--- src/rtl/csr_hpm_counters.sv ---
// Machine counters (mcycle/minstret/mhpmcounterN), HPM event selectors and mcountinhibit; reads are combinational, updates land at the clock edge.
// Optional per-counter OF flag and overflow interrupt under `CSR_HPM_OVERFLOW_IRQ_EN; no backpressure, every access completes in its cycle.
module csr_hpm_counters #(
  parameter int XLEN       = 32,
  parameter int NUM_HPM    = 4,
  parameter int CNT_WIDTH  = 64,
  parameter int NUM_EVENTS = 16
) (
  input  logic                  i_clk,
  input  logic                  i_rst,
  input  logic                  i_csr_read_enable,
  input  logic [11:0]           i_csr_address,
  input  logic [2:0]            i_csr_op,
  input  logic [XLEN-1:0]       i_csr_write_data,
  input  logic                  i_csr_write_enable,
  output logic [XLEN-1:0]       o_csr_read_data,
  output logic                  o_csr_hit,
  input  logic                  i_instruction_retired,
  input  logic [NUM_EVENTS-1:0] i_events,
  output logic                  o_overflow_irq
);

  localparam int NH = (NUM_HPM > 0) ? NUM_HPM : 1;
  localparam logic [31:0] INH_MASK = 32'h5 | (32'((64'd1 << NUM_HPM) - 64'd1) << 3);
  localparam logic [CNT_WIDTH-1:0] CNT_ONE = {{(CNT_WIDTH-1){1'b0}}, 1'b1};

  function automatic logic [63:0] ext64(input logic [CNT_WIDTH-1:0] v);
    return 64'(v);
  endfunction

  // Replace one 32-bit half of a counter, keeping the other half.
  function automatic logic [CNT_WIDTH-1:0] merge(input logic [CNT_WIDTH-1:0] cur,
                                                 input logic hi, input logic [31:0] v);
    logic [63:0] c;
    c = 64'(cur);
    if (hi) c[63:32] = v;
    else    c[31:0]  = v;
    return CNT_WIDTH'(c);
  endfunction

  logic [CNT_WIDTH-1:0] r_mcycle;
  logic [CNT_WIDTH-1:0] r_minstret;
  logic [CNT_WIDTH-1:0] r_hpm [NH];
  logic [7:0]           r_evsel [NH];
  logic [31:0]          r_inhibit;

  logic [4:0]      w_idx;
  logic            w_is_hi;
  logic            w_cnt_space;
  logic            w_cnt_rw;
  logic            w_cfg_space;
  logic            w_sel_cyc;
  logic            w_sel_ins;
  logic            w_sel_inh;
  logic [NH-1:0]   w_sel_hpm;
  logic [NH-1:0]   w_sel_ev;
  logic            w_dec;
  logic            w_hit;
  logic            w_wr_ok;
  logic [63:0]     w_cnt64;
  logic [XLEN-1:0] w_cur;
  logic [XLEN-1:0] w_new;
  logic [NH-1:0]   w_of;
  logic [NH-1:0]   w_ev_hit;
  logic [NH-1:0]   w_inc_hpm;
  logic [NH-1:0]   w_wrap;
  logic            w_unused;

  assign w_idx       = i_csr_address[4:0];
  assign w_is_hi     = i_csr_address[7];
  assign w_cnt_space = ((i_csr_address[11:8] == 4'hB) || (i_csr_address[11:8] == 4'hC)) &&
                       (i_csr_address[6:5] == 2'b00);
  assign w_cnt_rw    = (i_csr_address[11:8] == 4'hB);
  assign w_cfg_space = (i_csr_address[11:5] == 7'h19);

  always_comb begin
    w_sel_cyc = w_cnt_space && (w_idx == 5'd0);
    w_sel_ins = w_cnt_space && (w_idx == 5'd2);
    w_sel_inh = w_cfg_space && (w_idx == 5'd0);
    w_sel_hpm = '0;
    w_sel_ev  = '0;
    for (int k = 0; k < NUM_HPM; k++) begin
      w_sel_hpm[k] = w_cnt_space && (w_idx == 5'(k + 3));
      w_sel_ev[k]  = w_cfg_space && (w_idx == 5'(k + 3));
    end
  end

  assign w_dec   = w_sel_cyc | w_sel_ins | w_sel_inh | (|w_sel_hpm) | (|w_sel_ev);
  assign w_hit   = w_dec & i_csr_read_enable;
  assign w_wr_ok = i_csr_read_enable & i_csr_write_enable & w_dec &
                   (w_cnt_rw | w_cfg_space) & (i_csr_op[1:0] != 2'b00);

  always_comb begin
    w_cnt64 = '0;
    if (w_sel_cyc) w_cnt64 = ext64(r_mcycle);
    if (w_sel_ins) w_cnt64 = ext64(r_minstret);
    for (int k = 0; k < NUM_HPM; k++)
      if (w_sel_hpm[k]) w_cnt64 = ext64(r_hpm[k]);
    w_cur = w_is_hi ? w_cnt64[63:32] : w_cnt64[31:0];
    if (w_sel_inh) w_cur = r_inhibit;
    for (int k = 0; k < NUM_HPM; k++)
      if (w_sel_ev[k]) w_cur = {w_of[k], 23'd0, r_evsel[k]};
  end

  always_comb begin
    case (i_csr_op[1:0])
      2'b01:   w_new = i_csr_write_data;
      2'b10:   w_new = w_cur | i_csr_write_data;
      2'b11:   w_new = w_cur & ~i_csr_write_data;
      default: w_new = w_cur;
    endcase
  end

  assign o_csr_hit       = w_hit & ~i_rst;
  assign o_csr_read_data = (w_hit && !i_rst) ? w_cur : '0;

  // Selector 0 matches no event, so the scan starts at 1.
  always_comb begin
    w_ev_hit  = '0;
    w_inc_hpm = '0;
    w_wrap    = '0;
    for (int k = 0; k < NUM_HPM; k++) begin
      for (int e = 1; e <= NUM_EVENTS; e++)
        if ((r_evsel[k] == 8'(e)) && i_events[e-1]) w_ev_hit[k] = 1'b1;
      w_inc_hpm[k] = w_ev_hit[k] & ~r_inhibit[k+3];
      w_wrap[k]    = w_inc_hpm[k] & (&r_hpm[k]) & ~(w_wr_ok & w_sel_hpm[k]);
    end
  end

  always_ff @(posedge i_clk) begin
    if (i_rst) begin
      r_mcycle   <= '0;
      r_minstret <= '0;
      r_inhibit  <= '0;
      for (int k = 0; k < NH; k++) begin
        r_hpm[k]   <= '0;
        r_evsel[k] <= '0;
      end
    end else begin
      if (w_wr_ok && w_sel_cyc)   r_mcycle <= merge(r_mcycle, w_is_hi, w_new);
      else if (!r_inhibit[0])     r_mcycle <= r_mcycle + CNT_ONE;

      if (w_wr_ok && w_sel_ins)                       r_minstret <= merge(r_minstret, w_is_hi, w_new);
      else if (i_instruction_retired && !r_inhibit[2]) r_minstret <= r_minstret + CNT_ONE;

      if (w_wr_ok && w_sel_inh) r_inhibit <= w_new & INH_MASK;

      for (int k = 0; k < NUM_HPM; k++) begin
        if (w_wr_ok && w_sel_hpm[k]) r_hpm[k] <= merge(r_hpm[k], w_is_hi, w_new);
        else if (w_inc_hpm[k])       r_hpm[k] <= r_hpm[k] + CNT_ONE;
        if (w_wr_ok && w_sel_ev[k])
          r_evsel[k] <= (w_new[7:0] > 8'(NUM_EVENTS)) ? 8'd0 : w_new[7:0];
      end
    end
  end

`ifdef CSR_HPM_OVERFLOW_IRQ_EN
  logic [NH-1:0] r_of;
  logic          r_irq;

  // A wrap in the same cycle as a software clear wins, so no overflow is lost.
  always_ff @(posedge i_clk) begin
    if (i_rst) begin
      r_of  <= '0;
      r_irq <= 1'b0;
    end else begin
      for (int k = 0; k < NUM_HPM; k++) begin
        if (w_wrap[k])                   r_of[k] <= 1'b1;
        else if (w_wr_ok && w_sel_ev[k]) r_of[k] <= w_new[31];
      end
      r_irq <= |r_of;
    end
  end

  assign w_of           = r_of;
  assign o_overflow_irq = r_irq & ~i_rst;
  assign w_unused       = i_csr_op[2];
`else
  assign w_of           = '0;
  assign o_overflow_irq = 1'b0;
  assign w_unused       = i_csr_op[2] ^ (|w_wrap);
`endif

endmodule

--- config.mk ---
export PLATFORM = sky130hd
export DESIGN_NAME = csr_hpm_counters
export DESIGN_NICKNAME = d
export VERILOG_FILES = /design/src/rtl/csr_hpm_counters.sv
export SDC_FILE = /design/constraint.sdc
export NUM_CORES = 1
export LEC_CHECK = 0
export CAP_MARGIN = 20
export CORE_ASPECT_RATIO = 1.5
export CORE_MARGIN = 2
export CORE_UTILIZATION = 53
export DETAILED_ROUTE_END_ITERATION = 10
export GPL_TIMING_DRIVEN = 0
export PLACE_DENSITY = 0.78
export SLEW_MARGIN = 20
export SYNTH_ARGS = -nofsm -noshare
export SYNTH_HDL_FRONTEND = slang
export SYNTH_SLANG_ARGS = --single-unit
--- constraint.sdc ---
create_clock -name i_clk -period 5.9 [get_ports i_clk]
set_input_delay 1.18 -clock i_clk [delete_from_list [all_inputs] [get_ports i_clk]]
set_output_delay 1.18 -clock i_clk [all_outputs]
set_load 0.01 [all_outputs]
==> summary.txt, run 1 <==
Placement
  • Routability cong.: 1.18
  • Area post-placement: around 32000 sq um
  • Post-DP HPWL: roughly 140 mm
  • IO Port Bufs: between 90 and 100

GRT
  • Largest net degree at the start of global routing: 22
  • GRT Util Overall: 66.9%
  • Congestion Overflow GR: 31
  • First-pass GRT wire length: 274 mm
  • Vias in the first global route: roughly 35000

Floorplan
  • Initial Util: 53.7%
  • Die Height: 295 microns
  • Chip width: around 200 microns
  • Top Ports: between 100 and 150
  • Site Rows: roughly 110

Synth
  • EDFF count, synth: approximately 290
  • Synthesized area per cell: around 8.3 sq um
  • Synthesis-stage register bit count: around 420
  • YS warnings: 0
  • Primary FF master, synth: edfxtp_1
  • Post-synthesis async set-or-reset flop share: 0%
  • Post-Syn Area: roughly 30000 sq um
  • Yosys cell types: roughly 100
  • Post-synthesis sequential area ratio: 37.9%
  • Post-synthesis cell count: between 3000 and 4000

Run status
  • Run status: aborted with a tool error
  • Tool error: [ERROR GRT-0116] Global routing finished with congestion. Check the congestion regions in the DRC Viewer.
  • Failed at: global routing (5_1_grt)

Clocking
  • Buffer depth of the longest clock path: 3
  • Hold buffers post-CTS: 0
  • Total clock sinks: approximately 420
  • Htree depth: 2
  • CTS buffer count: 43
  • Root Buffer: clkbuf_16
## through the flow
| step | setup TNS [ns] | hold slack (ns) | utilization [%] | std cells | setup WS [ns] |
|---|---|---|---|---|---|
| CTS | 0 | 0.506 | 61.3 | 4525 | 0.000119 |
| detailed placement | -90.91 | 0.497 | 58.2 | 4434 | -1.13 |
| global placement | -547.64 | 0.484 | 57.0 | 4401 | -2.09 |
| floorplan | 0 | 0.451 | - | 3603 | 0.484 |
## synthesized netlist by cell type, types with 17 or more instances
master / instances / area, sq um
a211oi_1: 26 / 195
nand2b_1: 20 / 125
mux2_2: 24 / 270
o21ai_0: 249 / 1250
nor4_1: 39 / 244
nor3_1: 103 / 515
a21oi_1: 346 / 1730
dfxtp_1: 134 / 2680
a22o_1: 20 / 175
o22ai_1: 134 / 838
buf_2: 45 / 225
edfxtp_1: 288 / 8650
a22oi_1: 62 / 465
and4_1: 23 / 201
a31oi_1: 49 / 307
xnor2_1: 127 / 1110
or3_1: 26 / 163
a221oi_1: 31 / 272
nor2_1: 327 / 1230
nand3_1: 206 / 1030
and2_1: 33 / 206
and3_1: 89 / 557
nor2b_1: 17 / 106
mux2i_1: 29 / 290
xor2_1: 149 / 1310
inv_1: 44 / 165
clkbuf_1: 178 / 668
nand2_1: 352 / 1320
o211ai_1: 26 / 195
nand4_1: 72 / 450
## metal layers
metal  track usage (%)  GRT overflow
met5              15.3             0
met4              68.6            15
met3              42.5             0
met2              88.7            16
met1              67.5             0
## logic make-up after synthesis
kind of cell / count (synthesis) / synth area share (%)
simple gates: 1390 / 23.1
fa+ha+maj: 6 / 0.251
other cells: 1 / 0.0125
xor+xnor: 276 / 8.09
buf+inv: 293 / 3.99
mux: 59 / 2.33
flops: 422 / 37.9
compound gates: 1144 / 24.3
## what timing repair did
| action | 4_1_cts |
|---|---|
| pin swaps | 10 |
| cloned | 0 |
| buffers inserted | 13 |
| endpoints found under the setup margin | 54 |
| gates resized for setup | 82 |
==> inputs of run 2 (changes only) <==
--- a/config.mk
+++ b/config.mk
@@ -6,12 +6,11 @@
 export NUM_CORES = 1
 export LEC_CHECK = 0
 export CAP_MARGIN = 20
-export CORE_ASPECT_RATIO = 1.5
 export CORE_MARGIN = 2
-export CORE_UTILIZATION = 53
+export CORE_UTILIZATION = 38
 export DETAILED_ROUTE_END_ITERATION = 10
 export GPL_TIMING_DRIVEN = 0
-export PLACE_DENSITY = 0.78
+export PLACE_DENSITY_LB_ADDON = 0.15
 export SLEW_MARGIN = 20
 export SYNTH_ARGS = -nofsm -noshare
 export SYNTH_HDL_FRONTEND = slang
==> run 2 against run 1 <==
The flow now finishes, with violations (negative setup slack). Synthesized cell count did not move. Synthesized area did not move.
==> summary.txt, run 2 <==
Synth
  • Synth Area in XOR/XNOR: 8.09% (unchanged)
  • Synthesis-stage register bit count: 422 (unchanged)
  • Yosys cell types: 104 (unchanged)
  • Synth cell count leaders: nand2_1, a21oi_1, nor2_1 (unchanged)
  • Mux share of post-synthesis cell area: 2.33% (unchanged)
  • Post-synthesis sequential area ratio: 37.9% (unchanged)
  • Post-Syn Area: 29900 sq um (unchanged)
  • Post-synthesis async set-or-reset flop share: 0% (unchanged)
  • Synth Area in Compound Gates: 24.3% (unchanged)
  • Primary FF master, synth: edfxtp_1 (unchanged)
  • Post-synthesis cell count: 3591 (unchanged)
  • EDFF count, synth: 288 (unchanged)
  • Area leader, netlist: edfxtp_1 (unchanged)
  • Largest cells by area after synthesis: edfxtp_1, dfxtp_1, a21oi_1 (unchanged)
  • Simple-Gate Fraction of Synth Area: 23.1% (unchanged)
  • Top cell type's share of synthesized area: 28.9% (unchanged)
  • Synthesized area per cell: 8.32 sq um (unchanged)
  • YS warnings: 0 (unchanged)
  • Most frequent cell after synthesis: nand2_1 (unchanged)
  • Largest family of logic cells by synthesized area: compound AO/OA/AOI/OAI gates (unchanged)
  • Post-Synth Adder-Cell Area: 0.251% (unchanged)

Power
  • Combinational share of power: 13.0%
  • Clock power frac: between 40% and 50%
  • Internal: approximately 0.0054 W
  • Max VDD drop: between 200 and 250 uV
  • Power per Cell Area: ~220 nW/um^2
  • Leakage: approximately 11 nW
  • Net Sw Frac: between 30% and 40%
  • Seq pwr share: between 40% and 50%
  • NetSw: 0.00239 W

Hold path
  • Min-Delay Path Class: flip-flop to flip-flop
  • Hold path start: r_mcycle[32]
  • Hold path depth: 1
  • Hold Crit Endpoint: r_mcycle[32]

Timing
  • # setup viols final: 12
  • Fmax: between 150 and 200 MHz
  • Slew margin rel.: about an eighth
  • Final hold vios: 0
  • Post-route setup slack: -0.0789 ns
  • Final TNS setup: -0.398 ns
  • Final slew viol count: 0
  • RSZ-0062 raised after global routing: false
  • Slew @ Worst Pin: roughly 1.3 ns
  • Clock skew: ~0.045 ns
  • Final Critical Period: ~6.0 ns
  • Tcrit/Tclk final: 101%

Finish
  • Layout cells sized above 1: 9.82%
  • Final non-filler cell total: just under 5000
  • Nets@finish: 3880
  • Final core utilization: 45.1%
  • Largest registers in the final layout: r_hpm: 256 flops, r_mcycle: 64 flops, r_minstret: 64 flops
  • Most frequent cells in the layout: nand2_1, a21oi_1, nor2_1
  • Commonest non-fill, non-tap cell in the layout: nand2_1
  • Max reg flops: approximately 260
  • Fillers: between 7000 and 8000
  • Most flop-heavy register: r_hpm
  • Syn-to-layout area delta: 17.3%

Placement
  • Post-DP HPWL: 142 mm (was 140 mm)
  • DP Worst Slack: -1.39 ns (was -1.13 ns)
  • Routability cong.: 1.16 (was 1.18)
  • Placed Cells: 4774 (was 4434)
  • IO Port Bufs: 96 (unchanged)

Worst setup path
  • Worst Reg2Reg Path Length in Cells: 11
  • Startpoint types: input pin
  • Worst reg-to-reg setup slack: ~1.4 ns
  • Critical path, cell by cell: buf_2 > clkbuf_4 > buf_2 > clkbuf_4 > buf_4 > o21bai_1 > a222oi_1 > o21ai_1 > a31oi_2 > nor2_1 > clkdlybuf4s50_1
  • WP data arrival: about 4.8 ns
  • Worst Path Max Fanout: 10
  • Reg2Reg Capture Point: r_hpm[0][57]
  • Crit. End Element: primary output
  • R2R Path Start: r_evsel[0][0]
  • CP max-delay cell: a222oi_1
  • Worst EP required: around 4.7 ns
  • Crit path largest cell delay: 1.00 ns
  • Worst setup path category: input pin to primary output

Floorplan
  • Chip width: 284 microns (was 198 microns)
  • Initial Util: 38.5% (was 53.7%)
  • Site Rows: 102 (was 106)
  • Die Height: 284 microns (was 295 microns)
  • Top Ports: 102 (unchanged)
  • Die area: around 80000 sq um
  • CORE AREA: between 70000 and 80000 sq um

Run status
  • Failing checks: negative setup slack
  • Run status: finished, violations left (was aborted with a tool error)

Clocking
  • Root Buffer: clkbuf_16 (unchanged)
  • Clk Latency, worst-skew pair: ~0.66 ns
  • TritonCTS clock tree: done
  • Hold buffers post-CTS: 0 (unchanged)
  • Worst-path clk slew: 0.05 ns
  • Total clock sinks: 422 (unchanged)
  • Buffer depth of the longest clock path: 3 (unchanged)
  • CTS buffer count: 54 (was 43)
  • Htree depth: 2 (unchanged)

Detailed routing
  • Routed WL: around 180 mm
  • First DRT Iteration DRCs: 5719
  • First drt pass iteration count: 8
  • DR vias/cell: roughly 7.0
  • Wire per inst: ~38 microns
  • Drt drc: 0
  • DRT antenna net count: 0
  • Vias: between 30000 and 40000

GRT
  • Congestion Overflow GR: 0
  • Vias in the first global route: 30700
  • GRT Util Overall: about 44%
  • Largest net degree at the start of global routing: 29
  • First-pass GRT wire length: approximately 250 mm
  • Initial antenna violation count: 18

Job
  • Max-Cap Viols: 0
==> run 2: cell counts after synthesis <==
Identical to the previous run, type by type.
==> run 2: how the worst max path moves through the flow <==
| stage | startpoint | endpoint | depth (start not counted) |
|---|---|---|---|
| finish | i_csr_address[1] | o_csr_read_data[12] | 11 |
| global route | i_csr_address[1] | o_csr_read_data[12] | 11 |
| CTS | i_csr_address[8] | o_csr_read_data[19] | 11 |
| detailed placement | i_csr_address[5] | r_hpm[2][60] | 12 |
| global placement | i_csr_address[3] | r_hpm[1][57] | 8 |
| floorplan | i_csr_address[3] | r_hpm[1][0] | 6 |
==> run 2: cells by family after synthesis <==
logic type	after synthesis
buf+inv	293
xor+xnor	276
simple gates	1390
other cells	1
mux	59
flops	422
fa+ha+maj	6
compound gates	1144
==> run 2: critical path, delay by kind of cell <==
| family | cells | cell delay, ns |
|---|---|---|
| buffers and inverters | 6 | 1.85 |
| AOI/OAI and AO/OA | 4 | 1.66 |
| and+or+nand+nor | 1 | 0.08 |
==> run 2: metrics by stage <==
stage | cell area, sq um | total power, W | hold WS, ns
floorplan | 29900 | 0.00382 | 0.451
global placement | 32200 | 0.00437 | 0.478
detailed placement | 32800 | 0.00441 | 0.488
CTS | 34900 | 0.00771 | 0.498
global route | 35000 | 0.00789 | 0.519
finish | 35100 | 0.00782 | 0.501
==> run 2: power groups by stage <==
stage	Sequential (W)	Combinational (W)	Clock [W]
final	0.00343	0.00102	0.00337
after global routing	0.00343	0.00101	0.00344
after CTS	0.00342	0.000945	0.00335
after detailed placement	0.00348	0.000929	0
after global placement	0.00349	0.000876	0
after floorplan	0.00340	0.000424	0
==> run 2: what timing repair did <==
action,CTS,global route
gates resized for setup,89,49
endpoints found under the setup margin,47,28
buffers inserted,7,9
pin swaps,9,6
==> run 2: cell type report <==
type	instances	area (sq um)	area share, %
multi-input combinational	2888	17900	50.9
antenna	10	25.0	0.0714
tap	1040	1300	3.71
inverter	45	169	0.482
sequential	422	11300	32.3
timing repair buffer	148	1510	4.30
clock buffer	76	1530	4.35
buffer	247	1150	3.27
clock inverter	24	194	0.553
==> run 2: layer usage <==
metal  vias to the layer above  part of all wire, %  wire [microns]  track usage (%)
met2                      2765                   40           73900             62.3
met1                     16600                   38           69700             57.5
met3                       688                   14           25100             13.8
li1                      14100                    -               -                -
met5                         -                0.087             161            0.893
met4                        12                  8.5           15600             29.8
Note: power is estimated with default switching activity, not from simulation.
